$ cat src/rtl/alu_arbiter.sv


module alu_arbiter (
    input  logic        CLK,
    input  logic        nRST,
    input  logic        req0_valid,
    output logic        req0_ready,
    input  logic [31:0] req0_a,
    input  logic [31:0] req0_b,
    input  logic [3:0]  req0_op,
    input  logic        req1_valid,
    output logic        req1_ready,
    input  logic [31:0] req1_a,
    input  logic [31:0] req1_b,
    input  logic [3:0]  req1_op,
    output logic        resp0_valid,
    input  logic        resp0_ready,
    output logic [31:0] resp0_out,
    output logic        resp0_vf,
    output logic        resp0_zf,
    output logic        resp0_nf,
    output logic        resp1_valid,
    input  logic        resp1_ready,
    output logic [31:0] resp1_out,
    output logic        resp1_vf,
    output logic        resp1_zf,
    output logic        resp1_nf,
    output logic [31:0] alu_a,
    output logic [31:0] alu_b,
    output logic [3:0]  alu_op,
    input  logic [31:0] alu_out,
    input  logic        alu_vf,
    input  logic        alu_zf,
    input  logic        alu_nf
);
    localparam int NREQ = 2;

    typedef enum logic {S_IDLE, S_RESP} state_t;

    state_t          r_state;
    state_t          w_state_nxt;
    logic            r_prio;
    logic            w_prio_nxt;
    logic            r_owner;
    logic            w_owner_nxt;
    logic [31:0]     r_out [NREQ];
    logic [NREQ-1:0] r_vf;
    logic [NREQ-1:0] r_zf;
    logic [NREQ-1:0] r_nf;
    logic            w_idle;
    logic            w_gnt0;
    logic            w_gnt1;
    logic            w_owner_rdy;

    // Gating with nRST keeps ready and the ALU bus quiet during reset
    assign w_idle      = (r_state == S_IDLE) && nRST;
    assign w_gnt0      = w_idle && req0_valid && (!req1_valid || !r_prio);
    assign w_gnt1      = w_idle && req1_valid && (!req0_valid || r_prio);
    assign w_owner_rdy = r_owner ? resp1_ready : resp0_ready;

    assign req0_ready  = w_gnt0;
    assign req1_ready  = w_gnt1;
    assign resp0_valid = (r_state == S_RESP) && !r_owner;
    assign resp1_valid = (r_state == S_RESP) && r_owner;

    assign resp0_out = r_out[0];
    assign resp0_vf  = r_vf[0];
    assign resp0_zf  = r_zf[0];
    assign resp0_nf  = r_nf[0];
    assign resp1_out = r_out[1];
    assign resp1_vf  = r_vf[1];
    assign resp1_zf  = r_zf[1];
    assign resp1_nf  = r_nf[1];

    always_comb begin
        w_state_nxt = r_state;
        w_prio_nxt  = r_prio;
        w_owner_nxt = r_owner;
        alu_a       = '0;
        alu_b       = '0;
        alu_op      = '0;
        case (r_state)
            S_IDLE: begin
                if (w_gnt0) begin
                    alu_a       = req0_a;
                    alu_b       = req0_b;
                    alu_op      = req0_op;
                    w_owner_nxt = 1'b0;
                    w_prio_nxt  = 1'b1;
                    w_state_nxt = S_RESP;
                end else if (w_gnt1) begin
                    alu_a       = req1_a;
                    alu_b       = req1_b;
                    alu_op      = req1_op;
                    w_owner_nxt = 1'b1;
                    w_prio_nxt  = 1'b0;
                    w_state_nxt = S_RESP;
                end
            end
            S_RESP: begin
                if (w_owner_rdy) begin
                    w_state_nxt = S_IDLE;
                end
            end
            default: w_state_nxt = S_IDLE;
        endcase
    end

    always_ff @(posedge CLK or negedge nRST) begin
        if (!nRST) begin
            r_state <= S_IDLE;
            r_prio  <= 1'b0;
            r_owner <= 1'b0;
        end else begin
            r_state <= w_state_nxt;
            r_prio  <= w_prio_nxt;
            r_owner <= w_owner_nxt;
        end
    end

    // Result registers keep their value after consumption
    always_ff @(posedge CLK or negedge nRST) begin
        if (!nRST) begin
            for (int i = 0; i < NREQ; i++) begin
                r_out[i] <= '0;
            end
            r_vf <= '0;
            r_zf <= '0;
            r_nf <= '0;
        end else if (w_gnt0 || w_gnt1) begin
            r_out[w_gnt1] <= alu_out;
            r_vf[w_gnt1]  <= alu_vf;
            r_zf[w_gnt1]  <= alu_zf;
            r_nf[w_gnt1]  <= alu_nf;
        end
    end
endmodule

$ cat config.mk
export PLATFORM = sky130hd
export DESIGN_NAME = alu_arbiter
export DESIGN_NICKNAME = d
export VERILOG_FILES = /design/src/rtl/alu_arbiter.sv
export SDC_FILE = /design/constraint.sdc
export NUM_CORES = 1
export LEC_CHECK = 0
export CAP_MARGIN = 10
export CORE_AREA = 2 2 124 126
export DETAILED_ROUTE_END_ITERATION = 7
export DIE_AREA = 0 0 126 128
export GPL_TIMING_DRIVEN = 0
export SETUP_SLACK_MARGIN = 0.5
export SLEW_MARGIN = 30
export SYNTH_ARGS = -nofsm -noshare
export SYNTH_HDL_FRONTEND = slang
export SYNTH_SLANG_ARGS = --single-unit
$ cat constraint.sdc
create_clock -name CLK -period 1.8 [get_ports CLK]
set_input_delay 0.45 -clock CLK [delete_from_list [all_inputs] [get_ports CLK]]
set_output_delay 0.45 -clock CLK [all_outputs]
set_load 0.1 [all_outputs]
# --- After elaboration in Yosys (flattened, before gate mapping) ---
# Cells that the tools add are included.
op_classes:
  n_bitwise: 2
  n_lt_le_gt_ge: 4
  reduce_logical: 18
  mux: 26
  n_eq_ne: 0
  div_mod_pow: 0
  add_sub_neg: 0
  shift: 0
  n_mul: 0
ops:
  columns: ["cell", "count"]
  rows:
  - ["32-bit 2-to-1 mux", 7]
  - ["64-bit bitwise mux", 1]
  - ["32-bit demux with 1-bit select", 1]
  - ["4-bit 2-to-1 mux", 3]
  - ["1-bit logical AND", 9]
  - ["1-bit 2-to-1 mux", 9]
  - ["2-bit bitwise mux", 3]
  - ["1-bit logical NOT", 4]
  - ["1-bit logical OR", 3]
  - ["2-bit >= comparator (second input constant)", 1]
  - ["1-bit by 2-bit less-than comparator with 1-bit output (second input constant)", 1]
  - ["2-bit by 1-bit less-than comparator with 1-bit output (second input constant)", 1]
  - ["1-bit NOT with 2-bit output", 1]
  - ["1-bit case mux with 2 select lines", 1]
  - ["2-bit AND reduction", 1]
  - ["2-bit nonzero test", 1]
  - ["1-bit demux with 1-bit select", 1]
  - ["1-bit >= comparator (second input constant)", 1]
  - ["1-bit NOT", 1]
totals:
  ff_bits: 73
  latch_bits: 0
  romBits: 0
  elab_cells: 58
  mem_count: 0
  out_inout_bits: 142
  ram_bits: 0

# --- Logic depth before layout (Yosys ltp) ---
depth:
  ltp_word: 10
  mapped_depth: 5
  mapped_depth_nobuf: 3

# --- Least setup slack after synthesis ---
# No wires, ideal clock.
synth_timing:
  path_type: "input-to-output"
  startpoint: "in req0_valid"
  endpoint: "out alu_b[22]"
  slack_ns: -0.811
  required_time_ns: 1.350
  arrival_time_ns: 2.161
  path_buffers: 1
  cell_stages: 4
  cell_sequence: "nand3b_1 a21oi_2 buf_2 a22o_1"
synth_rtl:
  columns: ["item", "line_no", "text"]
  rows:
  - ["from (decl)", "6", "input logic req0_valid,"]
  - ["1-bit logical AND (2 in a row)", "57", "assign w_gnt0 = w_idle && req0_valid && (!req1_valid || !r_prio);"]
  - ["net req0_ready", "7", "output logic req0_ready,"]
  - ["32-bit 2-to-1 mux", "84", "if (w_gnt0) begin"]
  - ["32-bit 2-to-1 mux", "82", "case (r_state)"]
  - ["to (decl)", "29", "output logic [31:0] alu_b,"]
# The timed path passes the listed nets, and every way through them passes these cells.

# --- Final worst setup path ---
layout_timing:
  startpoint: "reg r_state"
  endpoint: "out alu_a[21]"
layout_between:
  elab_chain_len: 7
layout_lines:
  columns: ["item", "line_no", "text"]
  rows:
  - ["from (decl)", "40", "state_t r_state;"]
  - ["from (signal assigned)", "115", "r_state <= w_state_nxt;"]
  - ["1-bit NOT (no source line)", null, null]
  - ["1-bit logical AND", "56", "assign w_idle = (r_state == S_IDLE) && nRST;"]
  - ["1-bit logical AND (2 in a row)", "58", "assign w_gnt1 = w_idle && req1_valid && (!req0_valid || r_prio);"]
  - ["32-bit 2-to-1 mux", "91", "end else if (w_gnt1) begin"]
  - ["32-bit 2-to-1 mux", "84", null]
  - ["32-bit 2-to-1 mux (*)", "82", null]
  - ["to (decl)", "28", "output logic [31:0] alu_a,"]
# Mark *: on every way between the ends. The rest lies on a longest branch, timed or not.

==> flow_summary.json <==
{
  "yosys_warnings": 0,
  "dp_slack_ns": -2.064,
  "fmax_mhz": 420.1,
  "vias": 3770,
  "fp.dieW_um": 126,
  "maxCapViolations": 0,
  "drtIter0Drc": 95,
  "synthCells": 246,
  "grt_pass1_vias": 4135,
  "cts_buffer_depth": 2,
  "pwr_density_cell_mw_per_mm2": 2102,
  "synth_seq_cells": 73,
  "maxSlewViolCount": 0,
  "violations": "negative setup slack",
  "cts.sinks": 73,
  "end_kind": "output port",
  "critPathMaxFanout": 10,
  "grt_max_degree": 25,
  "antenna_found_initial": 2,
  "drive_gt1_share_pct": 70.03,
  "hold_viol_final": 0,
  "crit_path_start_kind": "flip-flop",
  "hold_path_class": "in -> async",
  "coreArea_mm2": 0.01486,
  "wirelength_um": 18450,
  "synth_area_per_cell_um2": 14.09,
  "fp.dieArea_mm2": 0.01613,
  "cts_tree": "built",
  "clock_latency_ns": 0.33,
  "num_rows": 45,
  "area_growth_pct": 200.0,
  "htreeDepth": 3,
  "fin_setup_tns_ns": -41.54,
  "relSlewSlack_pct": 62.68,
  "ios": 319,
  "io_buffers": 318,
  "cts-root-buf": "clkbuf_16",
  "grt.overflow.total": 0,
  "ant_nets": 0,
  "critical_path_required_ns": 1.35,
  "drc_errors": 0,
  "grt_util_all_layers_pct": 21.97,
  "crit_arrival_ns": 1.93,
  "fin_crit_sh_pct": 132.2,
  "ir_worst_vdd_v": 0.001839,
  "setup_violations": 90,
  "synth_cell_types": 15,
  "clk_pin_slew_ns": 0.06,
  "ys_seq_area_share_pct": 52.71,
  "cts_buffers": 9,
  "leakagePower_nw": 4.483,
  "gp_congestion": 0.8606,
  "netlist_area_mm2": 0.003466,
  "worst_slew_pin_slew_ns": 0.5580,
  "outcome": "complete, but fails checks",
  "synth_nets": 423,
  "hpwl_um": 13090,
  "viasPerCell": 4.637,
  "min_period_ns": 2.380,
  "wl_per_cell_um": 22.69,
  "rsz0062_at_grt": "yes",
  "dr.pass1.iters": 4,
  "setup_slack_ns": -0.5802,
  "fp.dieH_um": 128,
  "initial_utilization_pct": 23.32,
  "worstSetupPathType": "reg -> out",
  "grt_pass1_wl_um": 26680,
  "skew_ns": 0.005085,
  "fin_nets": 796
}
## through the flow
| step | instance area, um^2 | cells | hold WS (ns) | util, % | total power, mW |
|---|---|---|---|---|---|
| global placement | 7624 | 752 | 0.4965 | 51.29 | 15.84 |
| CTS | 9863 | 798 | 0.03782 | 66.36 | 20.78 |
| global route | 10400 | 813 | 0.04055 | 69.96 | 22.45 |
| finish | 10400 | 813 | 0.05333 | 69.96 | 21.85 |
| detailed placement | 7634 | 753 | 0.3998 | 51.36 | 15.91 |
| floorplan | 4205 | 246 | 0.1544 | - | 12.81 |
## cell type report
cell class | count | area, um^2
antenna | 1 | 2.502
fill | 1004 | 4466
clock inverter | 4 | 75.07
timing repair buffer | 362 | 5271
buffer | 22 | 401.6
clock buffer | 12 | 256.5
inverter | 1 | 3.754
sequential | 73 | 1914
tap | 188 | 235.2
multi-input combinational | 150 | 2238
## placed cells by master, fill, tap and decap left out
cell	Yosys	routed
or4_1	1	1
clkdlybuf4s50_1	0	173
a22o_4	0	68
diode_2	0	1
nand3b_1	2	2
nor2b_1	3	2
buf_6	6	15
buf_4	8	15
dfrtp_1	73	3
o21ba_2	1	1
o21ai_0	1	1
bufbuf_16	0	3
nand2_1	1	1
inv_2	0	1
mux2_4	0	40
dlygate4sd2_1	0	1
clkbuf_8	0	2
dlygate4sd3_1	0	1
a21oi_4	0	2
buf_16	0	8
nor2b_4	0	1
clkinvlp_4	0	2
clkbuf_1	0	1
clkdlybuf4s15_1	0	1
dfrtp_2	0	70
bufinv_16	0	2
buf_12	0	155
clkbuf_16	0	12
buf_8	0	9
mux2_2	70	30
and2_4	0	1
## Yosys cell counts, drive strengths merged
library cell	count	area share [%]
or4	1	0.22
mux2	70	23
o21ba	1	0.29
nand2	1	0.11
o21ai	1	0.14
dfrtp	73	53
buf	22	4.8
inv	1	0.11
nand3b	2	0.43
and2	1	0.18
a22o	68	17
a21oi	2	0.51
nor2b	3	0.54
## registers in the layout (all words and copies together) (netlist names)
name	count
r_nf	2
r_owner	1
r_prio	1
r_state	1
r_vf	2
r_zf	2
resp0_out	32
resp1_out	32
## power breakdown
part	switching [mW]	leakage, nW	internal (mW)
logic	9.86	3.54	6.48
registers	0.917	0.792	2.65
clock network	0.665	0.155	1.29
total	11.4	4.48	10.4
## worst max-delay path, cell delays in order (launching register included)
cell and delay, ns:
dfrtp_1 0.39, nand3b_1 0.24, a21oi_4 0.23, buf_12 0.17, buf_12 0.11, buf_12 0.13, a22o_4 0.15, buf_12 0.17
## worst paths after layout
path                            depth (start not counted)  slack (ns)                 from                   endpoint
worst max-delay path                                    7       -0.58    r_state$_DFF_PN0_                  alu_a[21]
worst min-delay path                                    1        0.05                 nRST  resp0_out[27]$_DFFE_PN0P_
worst max register to register                         10       -0.21    r_state$_DFF_PN0_        r_zf[0]$_DFFE_PN0P_
worst min register to register                          1        0.53  r_zf[1]$_DFFE_PN0P_        r_zf[1]$_DFFE_PN0P_
max in group asynchronous                               2        0.73                 nRST   resp1_out[2]$_DFFE_PN0P_
min in group CLK                                        1        0.53  r_zf[1]$_DFFE_PN0P_        r_zf[1]$_DFFE_PN0P_
## cell families after synthesis
kind of cell | count (synthesis) | synth area share [%]
compound gates | 72 | 18.12
buf+inv | 23 | 4.946
mux | 70 | 22.74
flops | 73 | 52.71
simple gates | 8 | 1.480
## routing by layer
metal  share of wire, %  wire (um)  vias to the layer above  track usage (%)
met2                 54       9871                      174            39.69
met5              0.070         13                        -                0
met1                 38       6961                     1879            25.26
li1                   -          -                     1697                -
met3                7.2       1326                       18            7.179
met4                1.5        274                        2            5.107
## what timing repair did
item / in CTS / in global routing
pin swaps: 4 / 5
gates resized for setup: 1288 / 87
buffers inserted: 20 / 11
setup endpoints to repair: 215 / 214
hold buffers: 1 / 0
gates cloned: 8 / 3
endpoints found under the hold margin: 12 / 0
Power figures use the tool's default switching activity.
